==> config.mk <==
export PLATFORM = sky130hd
export DESIGN_NAME = touch_adc_reader_flat
export DESIGN_NICKNAME = d
export VERILOG_FILES = /design/src/rtl/touch_adc_reader_pkg.sv /design/src/rtl/touch_adc_reader_if.sv /design/src/rtl/touch_adc_reader_spi_frame.sv /design/src/rtl/touch_adc_reader.sv /design/src/flat_wrapper.sv
export SDC_FILE = /design/constraint.sdc
export NUM_CORES = 1
export LEC_CHECK = 0
export BUFFER_PORTS_ARGS = -buffer_cell sky130_fd_sc_hd__buf_2
export CAP_MARGIN = 10
export CORE_ASPECT_RATIO = 2
export CORE_MARGIN = 4
export CORE_UTILIZATION = 50
export DETAILED_ROUTE_END_ITERATION = 10
export PLACE_DENSITY = 0.79
export SYNTH_ARGS = -nofsm -noshare
export SYNTH_HDL_FRONTEND = slang
export SYNTH_SLANG_ARGS = --single-unit
==> constraint.sdc <==
create_clock -name clk -period 5.7 [get_ports clk]
set_input_delay 0.57 -clock clk [delete_from_list [all_inputs] [get_ports clk]]
set_output_delay 0.57 -clock clk [all_outputs]
set_load 0.01 [all_outputs]
==> src/rtl/touch_adc_reader_pkg.sv <==
// Shared types and constants for the touch-panel ADC reader.
package touch_pkg;

  typedef enum logic [2:0] {
    ST_IDLE,
    ST_SETTLE,
    ST_CONV_X,
    ST_CONV_Y,
    ST_UPDATE,
    ST_GAP
  } touch_state_t;

  localparam logic [7:0]  CMD_X        = 8'hD8;
  localparam logic [7:0]  CMD_Y        = 8'h98;
  localparam int unsigned FRAME_DCLKS  = 24;
  localparam int unsigned DATA_FIRST   = 10;
  localparam int unsigned DATA_LAST    = 17;
  // Setup half, two halves per DCLK, hold half.
  localparam int unsigned FRAME_HALVES = 2 * FRAME_DCLKS + 2;
  // Cycles already spent before SETTLE/GAP counting begins (detect/update, start register, CS fall).
  localparam int unsigned SEQ_PRELOAD  = 3;

endpackage

==> src/rtl/touch_adc_reader_if.sv <==
// ADC serial bus plus coordinate outputs of the touch reader.
interface touch_adc_reader_if;
  logic       penirq_n;
  logic       adc_dout;
  logic       adc_busy;
  logic       adc_cs_n;
  logic       adc_dclk;
  logic       adc_din;
  logic [7:0] x_hold;
  logic [7:0] y_hold;
  logic       touch_valid;
  logic       touching;
  logic       busy_dbg;

  modport master (
    input  penirq_n, adc_dout, adc_busy,
    output adc_cs_n, adc_dclk, adc_din, x_hold, y_hold, touch_valid, touching, busy_dbg
  );

  modport slave (
    output penirq_n, adc_dout, adc_busy,
    input  adc_cs_n, adc_dclk, adc_din, x_hold, y_hold, touch_valid, touching, busy_dbg
  );
endinterface

==> src/rtl/touch_adc_reader_spi_frame.sv <==
// One 24-DCLK AD7843 frame: CS sequencing, DCLK divider, command shift-out, 8-bit capture.
module touch_spi_frame
  import touch_pkg::*;
#(
  parameter int unsigned CLK_DIV = 25
) (
  input  logic       clk,
  input  logic       reset,
  input  logic       i_start,
  input  logic [7:0] i_cmd,
  input  logic       i_dout,
  output logic       o_done,
  output logic [7:0] o_data,
  output logic       o_cs_n,
  output logic       o_dclk,
  output logic       o_din
);

  localparam int unsigned  DW        = $clog2(CLK_DIV);
  localparam logic [DW-1:0] DIV_LAST = DW'(CLK_DIV - 1);
  localparam logic [5:0]   HALF_LAST = 6'(FRAME_HALVES - 1);

  logic          r_busy;
  logic          r_pend;
  logic [DW-1:0] r_div;
  logic [5:0]    r_half;
  logic [7:0]    r_shift;
  logic          r_cs_n;
  logic          r_dclk;
  logic          r_din;
  logic          r_done;

  logic       w_div_end;
  logic [5:0] w_next_half;
  logic [5:0] w_per;
  logic [2:0] w_bit;

  assign w_div_end   = (r_div == DIV_LAST);
  assign w_next_half = r_half + 6'd1;
  // Odd halves are the low phase of DCLK (h+1)/2, even halves the high phase of DCLK h/2.
  assign w_per       = {1'b0, w_next_half[5:1]} + {5'b0, w_next_half[0]};
  assign w_bit       = 3'(6'd8 - w_per);

  always_ff @(posedge clk or posedge reset) begin
    if (reset) begin
      r_busy  <= 1'b0;
      r_pend  <= 1'b0;
      r_div   <= '0;
      r_half  <= '0;
      r_shift <= '0;
      r_cs_n  <= 1'b1;
      r_dclk  <= 1'b0;
      r_din   <= 1'b0;
      r_done  <= 1'b0;
    end else begin
      r_done <= 1'b0;
      if (!r_busy) begin
        // r_div doubles as the CS-high guard: a new frame waits CLK_DIV cycles after CS rose.
        if (!w_div_end) r_div <= r_div + 1'b1;
        if (i_start) r_pend <= 1'b1;
        if ((i_start || r_pend) && w_div_end) begin
          r_busy <= 1'b1;
          r_pend <= 1'b0;
          r_cs_n <= 1'b0;
          r_div  <= '0;
          r_half <= '0;
        end
      end else if (!w_div_end) begin
        r_div <= r_div + 1'b1;
      end else begin
        r_div <= '0;
        if (r_half == HALF_LAST) begin
          r_busy <= 1'b0;
          r_cs_n <= 1'b1;
          r_done <= 1'b1;
          r_half <= '0;
        end else begin
          r_half <= w_next_half;
          r_dclk <= ~w_next_half[0];
          if (w_next_half[0]) begin
            r_din <= (w_per <= 6'd8) ? i_cmd[w_bit] : 1'b0;
          end else if (w_per >= 6'(DATA_FIRST) && w_per <= 6'(DATA_LAST)) begin
            r_shift <= {r_shift[6:0], i_dout};
          end
        end
      end
    end
  end

  assign o_done = r_done;
  assign o_data = r_shift;
  assign o_cs_n = r_cs_n;
  assign o_dclk = r_dclk;
  assign o_din  = r_din;

endmodule

==> src/rtl/touch_adc_reader.sv <==
// Touch-panel reader: pen-IRQ synchronizer, X/Y conversion sequencer and coordinate hold registers.
module touch_adc_reader
  import touch_pkg::*;
#(
  parameter int unsigned CLK_DIV    = 25,
  parameter int unsigned SETTLE_CYC = 5000,
  parameter int unsigned GAP_CYC    = 50000
) (
  input logic               clk,
  input logic               reset,
  touch_adc_reader_if.master bus
);

  touch_state_t r_state;
  logic [31:0]  r_cnt;
  logic         r_start;
  logic [7:0]   r_cmd;
  logic [7:0]   r_x_cap;
  logic [7:0]   r_x_hold;
  logic [7:0]   r_y_hold;
  logic         r_valid;
  logic         r_meta;
  logic         r_touching;
  logic         r_busy_dbg;

  logic         w_done;
  logic [7:0]   w_data;

  touch_spi_frame #(
    .CLK_DIV(CLK_DIV)
  ) u_frame (
    .clk    (clk),
    .reset  (reset),
    .i_start(r_start),
    .i_cmd  (r_cmd),
    .i_dout (bus.adc_dout),
    .o_done (w_done),
    .o_data (w_data),
    .o_cs_n (bus.adc_cs_n),
    .o_dclk (bus.adc_dclk),
    .o_din  (bus.adc_din)
  );

  always_ff @(posedge clk or posedge reset) begin
    if (reset) begin
      r_state    <= ST_IDLE;
      r_cnt      <= '0;
      r_start    <= 1'b0;
      r_cmd      <= '0;
      r_x_cap    <= '0;
      r_x_hold   <= '0;
      r_y_hold   <= '0;
      r_valid    <= 1'b0;
      r_meta     <= 1'b1;
      r_touching <= 1'b0;
      r_busy_dbg <= 1'b0;
    end else begin
      r_meta     <= bus.penirq_n;
      r_touching <= ~r_meta;
      r_busy_dbg <= bus.adc_busy;
      r_start    <= 1'b0;
      r_valid    <= 1'b0;
      case (r_state)
        ST_IDLE: begin
          if (r_touching) begin
            r_state <= ST_SETTLE;
            r_cnt   <= 32'(SEQ_PRELOAD);
          end
        end
        ST_SETTLE: begin
          if (!r_touching) begin
            r_state <= ST_IDLE;
          end else if (r_cnt >= 32'(SETTLE_CYC)) begin
            r_state <= ST_CONV_X;
            r_start <= 1'b1;
            r_cmd   <= CMD_X;
          end else begin
            r_cnt <= r_cnt + 32'd1;
          end
        end
        ST_CONV_X: begin
          if (w_done) begin
            r_x_cap <= w_data;
            r_state <= ST_CONV_Y;
            r_start <= 1'b1;
            r_cmd   <= CMD_Y;
          end
        end
        ST_CONV_Y: begin
          // Holds load on the edge ending the Y frame so touch_valid coincides with the UPDATE cycle.
          if (w_done) begin
            r_state <= ST_UPDATE;
            if (r_touching) begin
              r_x_hold <= r_x_cap;
              r_y_hold <= w_data;
              r_valid  <= 1'b1;
            end
          end
        end
        ST_UPDATE: begin
          r_state <= ST_GAP;
          r_cnt   <= 32'(SEQ_PRELOAD);
        end
        ST_GAP: begin
          if (r_cnt >= 32'(GAP_CYC)) begin
            if (r_touching) begin
              r_state <= ST_CONV_X;
              r_start <= 1'b1;
              r_cmd   <= CMD_X;
            end else begin
              r_state <= ST_IDLE;
            end
          end else begin
            r_cnt <= r_cnt + 32'd1;
          end
        end
        default: r_state <= ST_IDLE;
      endcase
    end
  end

  assign bus.x_hold      = r_x_hold;
  assign bus.y_hold      = r_y_hold;
  assign bus.touch_valid = r_valid;
  assign bus.touching    = r_touching;
  assign bus.busy_dbg    = r_busy_dbg;

endmodule

==> src/flat_wrapper.sv <==
// flat-port wrapper written by rule: the top's interface ports become plain ports
module touch_adc_reader_flat import touch_pkg::*;
#(
  parameter int unsigned CLK_DIV    = 25,
  parameter int unsigned SETTLE_CYC = 5000,
  parameter int unsigned GAP_CYC    = 50000
)
  (clk, reset, bus_penirq_n, bus_adc_dout, bus_adc_busy, bus_adc_cs_n, bus_adc_dclk, bus_adc_din, bus_x_hold, bus_y_hold, bus_touch_valid, bus_touching, bus_busy_dbg);
  touch_adc_reader_if bus_i ();
  input logic clk;
  input logic reset;
  input wire logic [$bits(bus_i.penirq_n)-1:0] bus_penirq_n;
  input wire logic [$bits(bus_i.adc_dout)-1:0] bus_adc_dout;
  input wire logic [$bits(bus_i.adc_busy)-1:0] bus_adc_busy;
  output wire logic [$bits(bus_i.adc_cs_n)-1:0] bus_adc_cs_n;
  output wire logic [$bits(bus_i.adc_dclk)-1:0] bus_adc_dclk;
  output wire logic [$bits(bus_i.adc_din)-1:0] bus_adc_din;
  output wire logic [$bits(bus_i.x_hold)-1:0] bus_x_hold;
  output wire logic [$bits(bus_i.y_hold)-1:0] bus_y_hold;
  output wire logic [$bits(bus_i.touch_valid)-1:0] bus_touch_valid;
  output wire logic [$bits(bus_i.touching)-1:0] bus_touching;
  output wire logic [$bits(bus_i.busy_dbg)-1:0] bus_busy_dbg;
  assign bus_i.penirq_n = bus_penirq_n;
  assign bus_i.adc_dout = bus_adc_dout;
  assign bus_i.adc_busy = bus_adc_busy;
  assign bus_adc_cs_n = bus_i.adc_cs_n;
  assign bus_adc_dclk = bus_i.adc_dclk;
  assign bus_adc_din = bus_i.adc_din;
  assign bus_x_hold = bus_i.x_hold;
  assign bus_y_hold = bus_i.y_hold;
  assign bus_touch_valid = bus_i.touch_valid;
  assign bus_touching = bus_i.touching;
  assign bus_busy_dbg = bus_i.busy_dbg;
  touch_adc_reader #(.CLK_DIV(CLK_DIV), .SETTLE_CYC(SETTLE_CYC), .GAP_CYC(GAP_CYC)) u_core (.clk(clk), .reset(reset), .bus(bus_i));
endmodule
==> metrics.md <==
| Metric | Value |
|---|---|
| Status | completed |
| Maximum VDD drop | 0.260 mV |
| Final routed wire length divided by cell count | about 16 µm |
| Ratio of routed vias to standard cells | 5.75 |
| Filler cells | 755 |
| Total number of yosys warnings | 0 |
| Count of endpoints failing hold in the final timing report | 0 |
| Final period utilization | between 50% and 60% |
| Num ports | 27 |
| Max Cap Violations | 0 |
| Final Skew | approximately 0.0075 ns |
| Area share of xor/xnor cells in the synthesized design | ~2.3% |
| Die X | ~75 µm |
| Inserted Clock Buffers | 9 |
| Post-route non-filler standard cell count | between 500 and 600 |
| CTS tree | yes |
| Effective utilization at floorplan | between 50% and 60% |
| Classification of the worst setup path | flop to flop |
| Per-instance average area after synthesis | around 9.8 µm² |
| Core Area | around 8600 µm² |
| Synth Register Bits | 91 |
| Relative slew margins | between 20 and 30% |
| Adder-cell share of the synthesized area | under 10% |
| Total clock sinks | slightly above 90 |
| Initial antenna violation count | 0 |
| Setup repair after global routing missed its margin | false |
| Most used flip-flop cell after synthesis | sky130_fd_sc_hd__dfrtp_1 |
| Netlist Area Pre-Place | roughly 4500 µm² |
| Number of enable flip-flop cells after synthesis | 0 |
| WP data arrival | 3.22 ns |
| Path category of the worst min-delay check | input pin to asynchronous set/reset pin |
| Buffer count from post-CTS setup fixing | 0 |
| # setup viols final | 0 |
| Root buffer cell | sky130_fd_sc_hd__clkbuf_16 |
| Simple-Gate Fraction of Synth Area | about 22% |
| Post-CTS sizing | 0 |
| Net count after synthesis | between 400 and 500 |
| Leakage | 2.40 nW |
| Post-placement cell count | ~570 |
| Clock input transition at the sequential cells of the worst setup and hold paths | around 0.070 ns |
| Share of flip-flops with an asynchronous set or reset | 100% |
| Total congestion overflow after global routing | 0 |
| Final Max Slew Viols | 0 |
| Largest net degree at the start of global routing | 72 |
| Top achievable clock speed | 336 MHz |
| Minimum clock period | a little under 3 ns |
| Cts hold-fix bufs | 0 |
| Global-route wire length before repair | 15.8 mm |
| Detailed placer's ending HPWL | approximately 6.7 mm |
| Endpoint kind of the worst setup timing path | flop |
| Antenna-violating nets left | 0 |
| Die area | 10,600 µm² |
| Total length of routed wires | 9.22 mm |
| Detailed-router iteration count before antenna repair | 5 |
| Vias in the first global route | about 3.5k |
| Critical path peak fanout | 11 |
| Starting DRC count in detailed routing | 201 |
| Setup tns final | 0 ns |
| Die outline height | roughly 140 µm |
| Port buffer count | 26 |
| Total number of placement rows | 48 |
| Fraction of synthesized area in multiplexers | under 10% |
| Via count of the routed design | 3,338 |
| Maximum root-to-sink buffer count | 2 |
| Htree depth | 3 |
| Final antenna diode count | 0 |
| Synthesis-to-layout area growth | 10.4% |
| Number of nets at the end of the flow | 491 |
| Seq/Total Area, Yosys | 51.1% |
| Unique masters post-synth | 60 |
| Detailed-route DRC error count | 0 |
| Type of origin of the critical path | flop |
| Final Wtd Congestion | ~0.92 |
| GRT Overall Usage | slightly below 20% |
| Clock latency reported for the late side of the worst-skew pair | about 0.34 ns |
| Worst Max-Slew Pin Slew | about 1.1 ns |
| Largest family of logic cells by synthesized area | simple AND/OR/NAND/NOR gates |
| Power density over the cells | ~280 nW/µm² |
| Number of cells produced by synthesis | ~460 |
| CP Data Required Time | just under 6 ns |
| Fraction of the mapped netlist area in compound gates | 13.3% |
| Fraction of layout cells with a size suffix above 1 | between 10% and 20% |
-- kinds of logic (layout without fill, tap and decap cells) --
kind of cell / Yosys count / in the layout
multiplexers: 18 / 18
AO/OA/AOI/OAI: 87 / 87
XOR/XNOR: 9 / 9
AND/OR/NAND/NOR: 204 / 204
adder cells (fa/ha/maj): 10 / 10
flip-flops: 91 / 91
buffers and inverters: 38 / 62
-- worst paths after layout --
check,from,endpoint,slack (ns),depth (start not counted)
setup / recovery,u_core.u_frame.r_half[0]$_DFFE_PP0P_,u_core.u_frame.o_din$_DFFE_PP0P_,2.72,10
hold / removal,reset,u_core.bus.x_hold[5]$_DFFE_PP0P_,0.17,2
setup reg to reg,u_core.u_frame.r_half[0]$_DFFE_PP0P_,u_core.u_frame.o_din$_DFFE_PP0P_,2.72,10
hold reg to reg,u_core.r_meta$_DFF_PP1_,u_core.bus.touching$_DFF_PP0_,0.43,1
max in group asynchronous,reset,u_core.r_cnt[29]$_DFFE_PP0P_,4.34,3
min in group clk,bus_penirq_n,u_core.r_meta$_DFF_PP1_,0.33,1
-- power breakdown --
group,switching (W),internal [W]
Combinational,0.0000487,0.0000280
Sequential,0.0000304,0.000664
Clock,0.000252,0.000342
Total,0.000331,0.00103
-- area by class of cell --
type	count	area (µm²)	share of cell area [%]
clock inverter	7	73.8	1.50
tap	100	125	2.54
inverter	19	72.6	1.47
timing repair buffer	27	138	2.79
clock buffer	9	225	4.57
multi-input combinational	328	2010	40.9
sequential	91	2280	46.3
-- Yosys cell counts (4+ instances only) --
| library cell | instances | share of area (%) |
|---|---|---|
| sky130_fd_sc_hd__buf_2 | 6 | 0.67 |
| sky130_fd_sc_hd__o21ai_0 | 26 | 2.9 |
| sky130_fd_sc_hd__nor2b_1 | 9 | 1.3 |
| sky130_fd_sc_hd__dfrtp_1 | 89 | 50 |
| sky130_fd_sc_hd__o211ai_1 | 6 | 1.0 |
| sky130_fd_sc_hd__and3_1 | 8 | 1.1 |
| sky130_fd_sc_hd__clkbuf_1 | 10 | 0.84 |
| sky130_fd_sc_hd__o22ai_1 | 4 | 0.56 |
| sky130_fd_sc_hd__nor2_1 | 31 | 2.6 |
| sky130_fd_sc_hd__nor4_1 | 6 | 0.84 |
| sky130_fd_sc_hd__a21oi_1 | 21 | 2.4 |
| sky130_fd_sc_hd__nand2b_1 | 6 | 0.84 |
| sky130_fd_sc_hd__a31oi_1 | 7 | 0.98 |
| sky130_fd_sc_hd__inv_1 | 18 | 1.5 |
| sky130_fd_sc_hd__nor3_1 | 14 | 1.6 |
| sky130_fd_sc_hd__nand3_1 | 18 | 2.0 |
| sky130_fd_sc_hd__ha_1 | 10 | 2.8 |
| sky130_fd_sc_hd__mux2_2 | 16 | 4.0 |
| sky130_fd_sc_hd__nand2_1 | 87 | 7.3 |
| sky130_fd_sc_hd__nand4b_1 | 4 | 0.79 |
-- registers in the layout, summed over array words and instances (netlist names), 2 cells and up --
name	count
u_core.r_cmd	2
u_core.r_x_cap	8
u_core.bus.y_hold	8
u_core.r_cnt	32
u_core.r_state	3
u_core.u_frame.o_data	8
u_core.u_frame.r_div	5
u_core.u_frame.r_half	6
u_core.bus.x_hold	8
-- layer usage --
layer	up-vias	track usage (%)	routed length [µm]
met5	-	0	0
met4	0	11.1	235
met3	19	3.05	252
met2	49	34.2	5150
met1	1651	20.5	3580
li1	1619	-	-
-- placed cells by master, fill, tap and decap left out, types with 2 or more instances in the layout --
cell type	instances
sky130_fd_sc_hd__a21o_1	3
sky130_fd_sc_hd__a21oi_1	21
sky130_fd_sc_hd__a22o_1	2
sky130_fd_sc_hd__a31oi_1	7
sky130_fd_sc_hd__and3_1	8
sky130_fd_sc_hd__buf_2	26
sky130_fd_sc_hd__clkbuf_16	9
sky130_fd_sc_hd__clkinv_2	3
sky130_fd_sc_hd__dfrtp_1	89
sky130_fd_sc_hd__dfstp_2	2
sky130_fd_sc_hd__ha_1	10
sky130_fd_sc_hd__inv_1	17
sky130_fd_sc_hd__inv_6	2
sky130_fd_sc_hd__mux2_2	16
sky130_fd_sc_hd__mux2i_1	2
sky130_fd_sc_hd__nand2_1	87
sky130_fd_sc_hd__nand2b_1	6
sky130_fd_sc_hd__nand3_1	18
sky130_fd_sc_hd__nand3b_1	2
sky130_fd_sc_hd__nand4_1	3
sky130_fd_sc_hd__nand4b_1	4
sky130_fd_sc_hd__nor2_1	31
sky130_fd_sc_hd__nor2_2	3
sky130_fd_sc_hd__nor2b_1	9
sky130_fd_sc_hd__nor3_1	14
sky130_fd_sc_hd__nor4_1	6
sky130_fd_sc_hd__nor4b_2	2
sky130_fd_sc_hd__o211ai_1	6
sky130_fd_sc_hd__o21ai_0	26
sky130_fd_sc_hd__o22ai_1	4
sky130_fd_sc_hd__o31ai_1	2
sky130_fd_sc_hd__o41ai_1	2
sky130_fd_sc_hd__or2_2	3
sky130_fd_sc_hd__xnor2_1	3
sky130_fd_sc_hd__xnor2_2	2
sky130_fd_sc_hd__xor2_1	3
-- critical path, stage by stage (launching register included) --
cell                       delay (ns)
sky130_fd_sc_hd__dfrtp_1         0.55
sky130_fd_sc_hd__ha_1            0.39
sky130_fd_sc_hd__nand2b_1        0.17
sky130_fd_sc_hd__nand2_1         0.07
sky130_fd_sc_hd__ha_1            0.29
sky130_fd_sc_hd__inv_1           0.15
sky130_fd_sc_hd__ha_1            0.28
sky130_fd_sc_hd__o21ai_0         0.19
sky130_fd_sc_hd__a31oi_1         0.12
sky130_fd_sc_hd__a311o_2         0.39
sky130_fd_sc_hd__o41ai_2         0.27
-- through the flow --
step                      total power (W)  area, µm²  hold slack (ns)  setup WS, ns  utilization (%)
after floorplan                  0.000763       4460            0.405          2.77                -
after global placement           0.000779       4630            0.421          2.86             53.5
after detailed placement         0.000784       4630            0.426          2.74             53.5
after CTS                         0.00137       4930            0.179          2.72             57.0
after global routing              0.00142       4930            0.203          2.47             57.0
final                             0.00137       4930            0.174          2.72             57.0
Note: power is estimated with default switching activity, not from simulation.
